<file path="config.mk">
export PLATFORM = sky130hd
export DESIGN_NAME = dot_mac_seq
export DESIGN_NICKNAME = d
export VERILOG_FILES = /design/src/rtl/dot_mac_seq.sv
export SDC_FILE = /design/constraint.sdc
export NUM_CORES = 1
export LEC_CHECK = 0
export CAP_MARGIN = 20
export CORE_MARGIN = 2
export CORE_UTILIZATION = 55
export DETAILED_ROUTE_END_ITERATION = 12
export PLACE_DENSITY = 0.77
export SLEW_MARGIN = 40
export SYNTH_ARGS = -nofsm -noshare
export SYNTH_HDL_FRONTEND = slang
export SYNTH_SLANG_ARGS = --single-unit
export TNS_END_PERCENT = 100
</file>
<file path="constraint.sdc">
create_clock -name clk -period 8.6 [get_ports clk]
set_clock_uncertainty 0.1 [all_clocks]
set_input_delay 2.15 -clock clk [delete_from_list [all_inputs] [get_ports clk]]
set_output_delay 2.15 -clock clk [all_outputs]
set_load 0.05 [all_outputs]
</file>
<file path="src/rtl/dot_mac_seq.sv">
// dot_mac_seq: operand-select sequencer and signed multiply-accumulate for one result element.
// Build option MAC_SAT_EN: clamp the narrowed result to the DATA_W range and flag sat instead of wrapping.
module dot_mac_seq #(
    parameter int DATA_W = 16,
    parameter int LEN    = 32,
    parameter int FRAC   = 8,
    parameter int ACC_W  = 2*DATA_W+5
) (
    input  logic              clk,
    input  logic              rst_n,
    input  logic              start,
    output logic [4:0]        a_sel,
    output logic [4:0]        b_sel,
    input  logic [DATA_W-1:0] a_data,
    input  logic [DATA_W-1:0] b_data,
    output logic              busy,
    output logic              out_valid,
    input  logic              out_ready,
    output logic [DATA_W-1:0] result,
    output logic              sat
);

    localparam int         PROD_W = 2*DATA_W;
    localparam logic [4:0] LAST   = 5'(LEN-1);
`ifdef MAC_SAT_EN
    localparam logic signed [ACC_W-1:0] P_MAX = {{(ACC_W-DATA_W+1){1'b0}}, {(DATA_W-1){1'b1}}};
    localparam logic signed [ACC_W-1:0] P_MIN = {{(ACC_W-DATA_W+1){1'b1}}, {(DATA_W-1){1'b0}}};
`endif

    typedef enum logic [1:0] {
        S_IDLE,
        S_RUN,
        S_DRAIN,
        S_DONE
    } state_t;

    // Returns {sat, result}: arithmetic shift by FRAC, then narrow to DATA_W.
    function automatic logic [DATA_W:0] narrow(input logic signed [ACC_W-1:0] acc);
`ifdef MAC_SAT_EN
        if ((acc >>> FRAC) > P_MAX) begin
            narrow = {1'b1, 1'b0, {(DATA_W-1){1'b1}}};
        end else if ((acc >>> FRAC) < P_MIN) begin
            narrow = {1'b1, 1'b1, {(DATA_W-1){1'b0}}};
        end else begin
            narrow = {1'b0, DATA_W'(acc >>> FRAC)};
        end
`else
        narrow = {1'b0, DATA_W'(acc >>> FRAC)};
`endif
    endfunction

    state_t                    r_state;
    state_t                    w_state_nxt;
    logic [4:0]                r_cnt;
    logic signed [PROD_W-1:0]  r_prod_p1;
    logic                      r_vld_p1;
    logic signed [ACC_W-1:0]   r_acc_p2;
    logic signed [ACC_W-1:0]   w_acc_nxt;
    logic [DATA_W-1:0]         r_result_p3;
    logic                      r_sat_p3;
    logic                      r_valid_p3;
    logic [DATA_W:0]           w_narrow;
    logic                      w_take;

    assign w_take    = r_valid_p3 && out_ready;
    assign w_acc_nxt = r_vld_p1 ? (r_acc_p2 + $signed({{(ACC_W-PROD_W){r_prod_p1[PROD_W-1]}}, r_prod_p1}))
                                : r_acc_p2;
    assign w_narrow  = narrow(w_acc_nxt);

    always_ff @(posedge clk or negedge rst_n) begin
        if (!rst_n) begin
            r_state <= S_IDLE;
        end else begin
            r_state <= w_state_nxt;
        end
    end

    always_comb begin
        w_state_nxt = r_state;
        unique case (r_state)
            S_IDLE:  if (start) w_state_nxt = S_RUN;
            S_RUN:   if (r_cnt == LAST) w_state_nxt = S_DRAIN;
            S_DRAIN: w_state_nxt = S_DONE;
            S_DONE:  if (w_take) w_state_nxt = S_IDLE;
            default: w_state_nxt = S_IDLE;
        endcase
    end

    // p1: product of the currently selected operand pair
    always_ff @(posedge clk or negedge rst_n) begin
        if (!rst_n) begin
            r_prod_p1 <= '0;
            r_vld_p1  <= 1'b0;
        end else begin
            r_vld_p1 <= (r_state == S_RUN);
            if (r_state == S_RUN) begin
                r_prod_p1 <= $signed(a_data) * $signed(b_data);
            end
        end
    end

    // p2: select counter and accumulator; the last product lands on the DRAIN edge
    always_ff @(posedge clk or negedge rst_n) begin
        if (!rst_n) begin
            r_cnt    <= '0;
            r_acc_p2 <= '0;
        end else begin
            unique case (r_state)
                S_IDLE: begin
                    if (start) begin
                        r_cnt    <= '0;
                        r_acc_p2 <= '0;
                    end
                end
                S_RUN: begin
                    r_acc_p2 <= w_acc_nxt;
                    if (r_cnt != LAST) r_cnt <= r_cnt + 5'd1;
                end
                S_DRAIN: r_acc_p2 <= w_acc_nxt;
                default: ;
            endcase
        end
    end

    // p3: narrowed result held for the output handshake
    always_ff @(posedge clk or negedge rst_n) begin
        if (!rst_n) begin
            r_result_p3 <= '0;
            r_sat_p3    <= 1'b0;
            r_valid_p3  <= 1'b0;
        end else begin
            if (r_state == S_DRAIN) begin
                r_result_p3 <= w_narrow[DATA_W-1:0];
                r_sat_p3    <= w_narrow[DATA_W];
                r_valid_p3  <= 1'b1;
            end else if (r_state == S_DONE && w_take) begin
                r_valid_p3 <= 1'b0;
            end
        end
    end

    assign a_sel     = r_cnt;
    assign b_sel     = r_cnt;
    assign busy      = (r_state != S_IDLE);
    assign out_valid = r_valid_p3;
    assign result    = r_result_p3;
    assign sat       = r_sat_p3;

endmodule
</file>
# Word-level counts from Yosys, hierarchy flattened
# Cells that the tools add are included.
totals:
  ff_bits: 94
  input_bits: 36
  out_inout_bits: 29
  wordCells: 45
classes:
  addsub: 2
  multipliers: 1
  eq_ne: 10
  muxes: 12
  reduce_logical: 12
ops:
  columns: ["op", "n"]
  rows:
  - ["two-way mux 37 bit", 2]
  - ["one-hot mux 37 bit (2 select lines)", 1]
  - ["adder 37 x 32 -> 37 bit", 1]
  - ["multiplier 16 x 16 -> 32 bit", 1]
  - ["two-way mux 5 bit", 2]
  - ["one-hot mux 5 bit (2 select lines)", 1]
  - ["AND reduction 3 bit", 3]
  - ["one-hot mux 2 bit (4 select lines)", 1]
  - ["nonzero test 2 bit", 4]
  - ["two-way mux 2 bit", 3]
  - ["inequality test 2 bit (second input constant)", 3]
  - ["adder 5 x 1 -> 5 bit (second input constant)", 1]
  - ["equality test 5 bit (second input constant)", 1]
  - ["inequality test 5 bit (second input constant)", 1]
  - ["equality test 2 bit (second input constant)", 2]
  - ["inequality test 2 x 1 -> 1 bit (second input constant)", 2]
  - ["equality test 2 x 1 -> 1 bit (second input constant)", 1]
  - ["logical AND 1 bit", 2]
  - ["zero test 2 bit", 1]
  - ["two-way mux 1 bit", 2]
  - ["AND reduction 2 bit", 1]
  - ["OR reduction 2 bit", 1]

# Logic depth before layout (Yosys ltp)
depth:
  word_depth: 4
  mapped_depth: 23
  mapped_depth_nobuf: 21

# Worst setup path after synthesis
# No wires, ideal clock.
synth_path:
  path_type: "in2reg"
  from: "in b_data[7]"
  to: "reg r_prod_p1[23]"
  setup_time_ns: 0.125
  arrival_ns: 7.519
  required_time_ns: 8.375
  setup_slack_ns: 0.856
  stages: 22
  cell_sequence: "clkbuf_1 > clkbuf_1 > nand2_1 > fa_1 > inv_1 > fa_1 > inv_1 > fa_1 > inv_1 > fa_1 > fa_1 > inv_1 > fa_1 > inv_1 > ha_1 > nor3_1 > o311a_1 > nor3_4 > a41oi_1 > a21oi_2 > xnor2_1 > mux2_2"
synth_via:
  elab_chain_len: 1
synth_rtl:
  columns: ["element", "line", "rtl"]
  rows:
  - ["start: declaration", "15", "input logic [DATA_W-1:0] b_data,"]
  - ["multiplier 16 x 16 -> 32 bit", "97", "r_prod_p1 <= $signed(a_data) * $signed(b_data);"]
  - ["end signal: assignment", "97", null]
  - ["end: declaration", "55", "logic signed [PROD_W-1:0] r_prod_p1;"]
# No other way between the ends.
# A chain may end at the register's enable or synchronous reset.

# Worst setup path after layout
layout_path:
  from: "in b_data[3]"
  to: "reg r_prod_p1[22]"
# Same word-level chain as after synthesis.

==> flow_summary.ini <==
[worst_setup_path]
r2r_slack_ps = 5290
end_kind = flop
crit_required_ps = 8710
r2r-end = result[14]$_DFFE_PN0P_
start_kind = input port
crit_fanout = 13
critPathKind = in2reg
crit_path_start = b_data[3]
r2r_start = r_prod_p1[0]$_DFFE_PN0P_
cp.arrival_ps = 8350
endpoint = r_prod_p1[22]$_DFFE_PN0P_
rr_worst_depth = 11

[floorplanning]
die-area_sq_mm = 0.0227
num_rows = 53
chipHeight_um = 151
start_util = 0.562
io-pin-count = 65
die_x_um = 151
core-area_sq_mm = 0.0210

[global_route]
grt_pass1_vias = 9426
antenna_found_initial = 0
grt_pass1_wl_mm = 45.6
grt_use_total = 0.255
grt_overflow = 0
grt_max_degree = 74

[cts]
numCtsBuffers = 9
htreeDepth = 3
cts-resized-gates = 0
ctsLongestPathBuffers = 2
cts_num_sinks = 73
root_buffer = clkbuf_16
cts_hold_buf = 0
clkSlewWorstSetupHoldPaths_ps = 60
clk_latency_ps = 340
cts_setup_buffers = 0
cts_tree = built

[yosys]
syn_inst = 1275
ys_seq_area_frac = 0.155
netlist_area_sq_mm = 0.0118
netlist.area_leader.share = 0.319
syn-num-nets = 1602
synth_most_common_cell = inv_1
yosys-top-cells-count = 239 x inv_1, 188 x fa_1, 149 x nand2_1
ys_ff_latch = 73
synth_area_leaders = fa_1 32%, dfrtp_1 15%, ha_1 11%
yosysWarnings = 0
synth_edf_count = 0
ys.flop_type = dfrtp_1
async_reset_ff_frac = 1.00
synth.distinct_cells = 74
synth_top_area_cell = fa_1
syn-mean-instance-area_sq_um = 9.26

[placed_design]
port_buffers = 63
dp_slack_ps = 46.0
gp_congestion = 0.895
dpl.hpwl_mm = 21.0

[detailed_routing]
drc_errors = 0
post_drt_wl_per_cell_um = 16.0
wl_mm = 25.7
viasPerCell = 5.49
initialDrtViolationCount = 445
num_vias = 8819
antenna_left = 0
dr.pass1.iters = 4

[cells_and_area]
drive_above_1_share = 0.0661
antenna_cells = 0
area_growth_syn_to_layout_pct = 10.9
nets = 1654

[sta]
fin_ws_ps = 363
fin_crit_ps = 8240
setup_viol = 0
finalSetupTns_ps = 0
drv_slew = 0
max-slew-margin-rel = 0.490
timing.fmax_ghz = 0.121
post-route-period-util = 0.958
rsz0062_at_grt = no
whs_ps = 379
finalHoldViolations = 0
worstMarginPinSlew_ps = 763

[min_path]
hold_path.class = reg2reg

[flow_run]
maxCapViolations = 0

[outcome]
outcome = finished clean
kinds of logic after synthesis:
group / count (synthesis) / share of synthesized area
DFF: 73 / 0.155
xor gates and xnor gates: 58 / 0.0430
other: 1 / 0.000317
muxes: 31 / 0.0288
and+or+nand+nor: 357 / 0.146
adders and majority gates: 291 / 0.428
buffers and inverters: 294 / 0.0953
AOI/OAI and AO/OA: 170 / 0.104
worst max-delay path, stage by stage:
cell and delay (ps):
clkdlybuf4s50_1 820, nand2_1 180, fa_1 560, inv_1 50, fa_1 440, ha_1 240, fa_1 530, inv_1 50
fa_1 470, fa_1 570, inv_1 50, ha_1 210, or3_1 420, a2111o_1 460, a311oi_2 390, nor3_1 160
o31ai_1 320, xor2_1 180, a21oi_1 80
registers in the layout, indices dropped and copies added (netlist names):
name,flops
r_acc_p2,24
r_prod_p1,24
result,16
a_sel,5
r_state,2
out_valid,1
r_vld_p1,1
per-stage QoR:
stage / instances / util / cell area (sq um)
after floorplan: 1275 / - / 11800
after CTS: 1607 / 0.623 / 13100
after detailed placement: 1591 / 0.609 / 12800
after global routing: 1607 / 0.623 / 13100
final: 1607 / 0.623 / 13100
after global placement: 1591 / 0.609 / 12800
routing by layer:
metal  routed length, um  global-route usage  vias to the layer above
li1                    -                   -                     4111
met1               10800               0.330                     4460
met2               13400               0.453                      195
met3                 972              0.0294                       53
met4                 615              0.0712                        0
met5                   0                   0                        -
worst min path at each step:
| stage | startpoint | to | slack (ps) | depth (start not counted) |
|---|---|---|---|---|
| final | result[13]$_DFFE_PN0P_ | result[13]$_DFFE_PN0P_ | 380 | 1 |
| after global routing | result[13]$_DFFE_PN0P_ | result[13]$_DFFE_PN0P_ | 400 | 1 |
| after CTS | result[13]$_DFFE_PN0P_ | result[13]$_DFFE_PN0P_ | 380 | 1 |
| after detailed placement | result[13]$_DFFE_PN0P_ | result[13]$_DFFE_PN0P_ | 370 | 1 |
| after global placement | result[13]$_DFFE_PN0P_ | result[13]$_DFFE_PN0P_ | 370 | 1 |
| after floorplan | r_acc_p2[4]$_DFFE_PN0P_ | r_acc_p2[4]$_DFFE_PN0P_ | 350 | 2 |
cells in the final DEF (no fill, tap or decap), types with 3 or more instances in the layout:
master             n
ha_1             102
nand2b_1           7
xnor2_1           44
nand3_1           10
fa_1             188
or3_1              4
mux2i_1           13
nand2_1          149
a21o_1            17
clkdlybuf4s50_1   62
o221ai_1           3
buf_4             32
nor2b_1            6
a31oi_1            3
xor2_1            14
inv_1            239
nor2_1            53
dfrtp_1           73
o21bai_1           7
nor3_1             9
o21ai_0           24
a22o_1            18
nand3b_1           3
a21oi_1           41
clkbuf_16          9
o21ai_1            4
a211oi_1           5
and3_1             5
mux2_2            16
o21a_1             3
and2_1           100
nand4_1            5
area by class of cell:
| cell class | count | area, sq um |
|---|---|---|
| clock buffer | 11 | 243 |
| clock inverter | 5 | 55.1 |
| fill | 1727 | 7920 |
| inverter | 240 | 901 |
| multi-input combinational | 908 | 8860 |
| sequential | 73 | 1830 |
| tap | 275 | 344 |
| timing repair buffer | 95 | 872 |
Power is left out: the tool's default activity adds up to more than one toggle a clock period on the data nets, which glitch-free logic cannot reach.
